--- src/rtl/alu_pkg.sv ---
// Shared types for the sequential ALU: opcode and FSM state encodings.
package alu_pkg;

  localparam int unsigned OP_W = 3;

  typedef enum logic [OP_W-1:0] {
    ALU_ADD = 3'd0,
    ALU_SUB = 3'd1,
    ALU_AND = 3'd2,
    ALU_OR  = 3'd3,
    ALU_XOR = 3'd4,
    ALU_SLL = 3'd5,
    ALU_SRA = 3'd6,
    ALU_MUL = 3'd7
  } alu_op_e;

  typedef enum logic [1:0] {
    StIdle,
    StMul,
    StHold
  } state_e;

endpackage

--- src/rtl/alu_mul_iter.sv ---
// Iterative shift-add multiplier returning the low N bits of a*b.
// Bit 0 is folded in at start, so done rises N-1 cycles after the start edge.
module alu_mul_iter #(
  parameter int unsigned N = 16
) (
  input  logic         clk,
  input  logic         rstn,
  input  logic         start,
  input  logic [N-1:0] a,
  input  logic [N-1:0] b,
  output logic         done,
  output logic [N-1:0] p
);

  localparam int unsigned CntW = $clog2(N);

  logic            run_q;
  logic [CntW-1:0] cnt_q;
  logic [N-1:0]    acc_q;
  logic [N-1:0]    mcand_q;
  logic [N-1:0]    mplier_q;

  // Low N bits of a two's-complement product equal those of the unsigned product.
  always_ff @(posedge clk or negedge rstn) begin
    if (!rstn) begin
      run_q    <= 1'b0;
      cnt_q    <= '0;
      acc_q    <= '0;
      mcand_q  <= '0;
      mplier_q <= '0;
    end else if (start) begin
      run_q    <= 1'b1;
      cnt_q    <= CntW'(N - 1);
      acc_q    <= b[0] ? a : '0;
      mcand_q  <= a << 1;
      mplier_q <= b >> 1;
    end else if (run_q) begin
      if (cnt_q == '0) begin
        run_q <= 1'b0;
      end else begin
        cnt_q    <= cnt_q - CntW'(1);
        mcand_q  <= mcand_q << 1;
        mplier_q <= mplier_q >> 1;
        if (mplier_q[0]) begin
          acc_q <= acc_q + mcand_q;
        end
      end
    end
  end

  always_comb begin
    done = run_q && (cnt_q == '0);
    p    = acc_q;
  end

endmodule

--- src/rtl/alu_seq.sv ---
// Sequential ALU with valid/ready handshakes: single-cycle ops plus an
// iterative multiply, result and flags held until the consumer takes them.
module alu_seq #(
  parameter int unsigned N    = 16,
  parameter int unsigned OP_W = 3
) (
  input  logic            clk,
  input  logic            rstn,
  input  logic            in_valid,
  output logic            in_ready,
  input  logic [N-1:0]    in1,
  input  logic [N-1:0]    in2,
  input  logic [OP_W-1:0] alu_op,
  output logic            out_valid,
  input  logic            out_ready,
  output logic [N-1:0]    alu_out,
  output logic            z,
  output logic            v,
  output logic            busy
);

  import alu_pkg::*;

  localparam int unsigned ShW = $clog2(N);

  state_e       state_q;
  logic [N-1:0] alu_out_q;
  logic         z_q;
  logic         v_q;

  alu_op_e      op;
  logic         accept;
  logic [N-1:0] sum;
  logic [N-1:0] diff;
  logic [N-1:0] res_c;
  logic         v_c;
  logic         mul_start;
  logic         mul_done;
  logic [N-1:0] mul_p;

  always_comb begin
    in_ready  = (state_q == StIdle) || ((state_q == StHold) && out_ready);
    out_valid = (state_q == StHold);
    busy      = (state_q == StMul);
    alu_out   = alu_out_q;
    z         = z_q;
    v         = v_q;
    op        = alu_op_e'(alu_op);
    accept    = in_valid && in_ready;
    mul_start = accept && (op == ALU_MUL);
  end

  always_comb begin
    sum   = in1 + in2;
    diff  = in1 - in2;
    res_c = '0;
    v_c   = 1'b0;
    case (op)
      ALU_ADD: begin
        res_c = sum;
        v_c   = (in1[N-1] == in2[N-1]) && (sum[N-1] != in1[N-1]);
      end
      ALU_SUB: begin
        res_c = diff;
        v_c   = (in1[N-1] != in2[N-1]) && (diff[N-1] != in1[N-1]);
      end
      ALU_AND: res_c = in1 & in2;
      ALU_OR:  res_c = in1 | in2;
      ALU_XOR: res_c = in1 ^ in2;
      ALU_SLL: res_c = in1 << in2[ShW-1:0];
      ALU_SRA: res_c = $signed(in1) >>> in2[ShW-1:0];
      default: res_c = '0;
    endcase
  end

  alu_mul_iter #(
    .N(N)
  ) u_mul (
    .clk  (clk),
    .rstn (rstn),
    .start(mul_start),
    .a    (in1),
    .b    (in2),
    .done (mul_done),
    .p    (mul_p)
  );

  always_ff @(posedge clk or negedge rstn) begin
    if (!rstn) begin
      state_q   <= StIdle;
      alu_out_q <= '0;
      z_q       <= 1'b1;
      v_q       <= 1'b0;
    end else begin
      case (state_q)
        StIdle, StHold: begin
          if (accept) begin
            if (op == ALU_MUL) begin
              state_q <= StMul;
            end else begin
              state_q   <= StHold;
              alu_out_q <= res_c;
              z_q       <= (res_c == '0);
              v_q       <= v_c;
            end
          end else if ((state_q == StHold) && out_ready) begin
            state_q <= StIdle;
          end
        end
        StMul: begin
          if (mul_done) begin
            state_q   <= StHold;
            alu_out_q <= mul_p;
            z_q       <= (mul_p == '0);
            v_q       <= 1'b0;
          end
        end
        default: state_q <= StIdle;
      endcase
    end
  end

endmodule

--- config.mk ---
export PLATFORM = sky130hd
export DESIGN_NAME = alu_seq
export DESIGN_NICKNAME = d
export VERILOG_FILES = /design/src/rtl/alu_pkg.sv /design/src/rtl/alu_mul_iter.sv /design/src/rtl/alu_seq.sv
export SDC_FILE = /design/constraint.sdc
export NUM_CORES = 1
export LEC_CHECK = 0
export CELL_PAD_IN_SITES_DETAIL_PLACEMENT = 1
export CELL_PAD_IN_SITES_GLOBAL_PLACEMENT = 1
export CORE_ASPECT_RATIO = 0.75
export CORE_MARGIN = 2
export CORE_UTILIZATION = 45
export DETAILED_ROUTE_END_ITERATION = 10
export DONT_BUFFER_PORTS = 1
export HOLD_SLACK_MARGIN = 0.08
export PLACE_DENSITY_LB_ADDON = 0.1
export SLEW_MARGIN = 20
export SYNTH_ARGS = -nofsm -noshare
export SYNTH_HDL_FRONTEND = slang
export SYNTH_SLANG_ARGS = --single-unit
--- constraint.sdc ---
create_clock -name clk -period 2.8 [get_ports clk]
set_input_delay 0.7 -clock clk [delete_from_list [all_inputs] [get_ports clk]]
set_output_delay 0.7 -clock clk [all_outputs]
set_load 0.01 [all_outputs]
==> flow_summary.json <==
{
  "yosysTopAreaCellShare_pct": 21.8,
  "synth.area.mux_share_pct": 13.5,
  "core_sq_mm": 0.0176,
  "maxCapViolations": 0,
  "portBuffers": 0,
  "tritoncts": "yes",
  "dr.first_iter.drc_count": 812,
  "drc_errors": 0,
  "yosysMostFrequentCell": "a21oi_1",
  "synth_compound_area_share_pct": 25.5,
  "grt_max_degree": 71,
  "setup_ws_ps": -613,
  "antenna_left": 0,
  "critical_path_required_ps": 3070,
  "wirelength_um": 36400,
  "ir_worst_vdd_uv": 776,
  "antenna_cells": 0,
  "max_freq_ghz": 0.293,
  "dp_hpwl_um": 26400,
  "io-pin-count": 60,
  "violations": "negative setup slack",
  "routed-via-count": 8972,
  "met2_usage_pct": 60.9,
  "ys_warn_count": 0,
  "syn_area_per_cell_sq_um": 7.99,
  "power_density_mw_per_mm2": 625,
  "holdWs_ps": 198,
  "path_max_fanout": 6,
  "htreeDepth": 3,
  "core.rowCount": 42,
  "seq_area_frac_synth_pct": 22.1,
  "dr.pass1.iters": 5,
  "start_kind": "input port",
  "synth_nets": 1113,
  "initial_core_util_pct": 45.7,
  "reg2reg_slack_ps": -400,
  "clk_path_buf_depth": 2,
  "synth-simple-area-share_pct": 18.9,
  "relSlewSlack_pct": 56.5,
  "synth_top_area_cell": "dfrtp_1",
  "synth_edf_count": 0,
  "path_clk_slew_ps": 60,
  "synth_commonest_cells": "a21oi_1 (101), nor2_1 (90), o21ai_0 (81)",
  "hold_class": "input port to async pin",
  "grt_pass1_vias": 9244,
  "use_met3_pct": 8.85,
  "setup_violations": 10,
  "skew_ps": 8.31,
  "antenna_found_initial": 1,
  "synthCells": 1005,
  "syn2layout_area_growth_pct": 31.4,
  "slew_viol_final": 0,
  "grt_usage_pct": 38.3,
  "stdcell_area_sq_mm": 0.0105,
  "status": "finished, violations left",
  "synthTopCellsByArea": "dfrtp_1 (22%), ha_1 (10%), mux2i_1 (6.5%)",
  "ys_ff_latch": 71,
  "period_needed_ps": 3410,
  "hold_viol_final": 0,
  "synth_cell_type_count": 83,
  "dieArea_sq_mm": 0.0189,
  "grt.busiest_layer": "met2",
  "synth_ff_type": "dfrtp_1",
  "gp_congestion": 0.961,
  "timing.final.crit_share_pct": 122,
  "rsz0062_at_grt": "yes",
  "final_nets": 1259,
  "routed_via_density": 6.42,
  "critPathCaptureType": "register",
  "synth_xor_area_share_pct": 1.96,
  "total_power_mw": 6.59,
  "synth_top_family_by_area": "compound AO/OA/AOI/OAI gates",
  "insertion_delay_ps": 350,
  "netlist_area_sq_mm": 0.00803,
  "synthAdderAreaFrac_pct": 11.0,
  "place_area_sq_mm": 0.00955,
  "gr-total-overflow": 0,
  "leakagePower_nw": 4.74,
  "grt_pass1_wl_um": 55000,
  "clock-sinks": 71,
  "num-fill-cells": 2111,
  "die_h_um": 120,
  "async_flop_share_pct": 100,
  "drive_above_1_share_pct": 30.8,
  "tightest_slew_ps": 646,
  "wire_per_inst_um": 26.0,
  "critical_path_arrival_ps": 3680,
  "cts_buffers": 9,
  "gr-usage-met1_pct": 52.8,
  "cts_root_buf": "clkbuf_16",
  "die_x_um": 158,
  "critical_path_class": "input port to register"
}
## cell type report
class	instances	area, sq um	share of cell area (%)
tap	242	303	2.87
inverter	57	236	2.24
sequential	71	1780	16.9
timing repair buffer	213	1690	16.0
clock inverter	6	67.6	0.641
multi-input combinational	799	6240	59.2
clock buffer	10	229	2.17
## worst max-delay path, cell delays in order
cell and delay [ps]:
inv_4 40, ha_4 130, inv_1 60, fa_2 370, or2b_1 240, a31oi_1 180
nor3_1 80, or3_4 360, nor4_4 220, nand4_1 140, or4_4 580, or4_4 500
o21ai_2 70
## power breakdown
part	leakage [nW]	switching [mW]	internal [mW]
logic	3.73	1.90	1.63
clock network	0.139	0.509	0.696
registers	0.878	0.424	1.43
## cell usage in the layout, fill, tap and decap left out, types with 5 or more instances in the layout
| cell type | instances |
|---|---|
| or3_1 | 11 |
| nand4_1 | 7 |
| ha_4 | 5 |
| nand3b_1 | 6 |
| o21ai_1 | 5 |
| o21a_1 | 5 |
| dfrtp_1 | 70 |
| xnor2_1 | 10 |
| or2_2 | 6 |
| o211ai_1 | 13 |
| mux2_2 | 10 |
| a21oi_1 | 94 |
| nor2b_1 | 13 |
| mux2i_1 | 51 |
| clkbuf_16 | 9 |
| o21ai_0 | 70 |
| and2_1 | 5 |
| mux4_2 | 19 |
| inv_1 | 50 |
| nand2b_1 | 9 |
| nor3_1 | 31 |
| and3_1 | 8 |
| nor2_1 | 86 |
| nor4_1 | 5 |
| a211oi_1 | 11 |
| a211oi_2 | 5 |
| buf_6 | 9 |
| a21o_1 | 14 |
| a211o_1 | 5 |
| o211a_1 | 5 |
| o21ai_2 | 7 |
| ha_1 | 59 |
| buf_4 | 200 |
| xor2_1 | 8 |
| o22ai_1 | 7 |
| nand2_1 | 60 |
| nand3_1 | 19 |
| a31oi_1 | 9 |
## per-layer routing
layer / share of wire [%] / wire length, um
met2: 45 / 16500
met3: 9.2 / 3330
met1: 43 / 15500
met4: 2.7 / 974
met5: 0.038 / 14
## logic make-up (layout without fill, tap and decap cells)
logic type,after synthesis,in the layout
AND/OR/NAND/NOR,306,306
adder cells (fa/ha/maj),69,69
flip-flops,71,71
multiplexers,83,83
buffers and inverters,135,286
XOR/XNOR,18,18
AO/OA/AOI/OAI,323,323
## per-stage QoR
| stage | worst slack, ps | TNS [ps] | utilization, % | cells |
|---|---|---|---|---|
| final | -613 | -1920 | 60.1 | 1398 |
| after CTS | -544 | -1620 | 58.8 | 1392 |
| after global placement | -1010 | -7340 | 54.4 | 1360 |
| after detailed placement | -1060 | -8800 | 54.4 | 1360 |
| after floorplan | -759 | -1610 | - | 1005 |
| after global routing | -641 | -2710 | 60.1 | 1398 |
## final timing paths
path / from / end / cells past startpoint
max: in1[0] / z / 13
min: rstn / z / 0
max reg2reg: u_mul.cnt_q[0] / z / 10
min reg2reg: u_mul.mplier_q[14] / u_mul.mplier_q[14] / 2
max in group asynchronous: rstn / u_mul.mplier_q[13] / 1
min in group clk: in2[12] / u_mul.mplier_q[11] / 2
## timing repair
item / in CTS / in global routing
hold buffers: 1 / 0
endpoints found under the hold margin: 70 / 0
endpoints found under the setup margin: 13 / 18
buffers inserted: 17 / 13
resized for setup: 63 / 52
pin swaps: 34 / 41
## flip-flops by register name, summed over array words and instances (netlist names)
signal,count
u_mul.mcand_q,15
u_mul.cnt_q,4
u_mul.mplier_q,15
u_mul.p,16
u_mul.run_q,1
state_q,2
v,1
z,1
alu_out,16
Note: power is estimated with default switching activity, not from simulation.
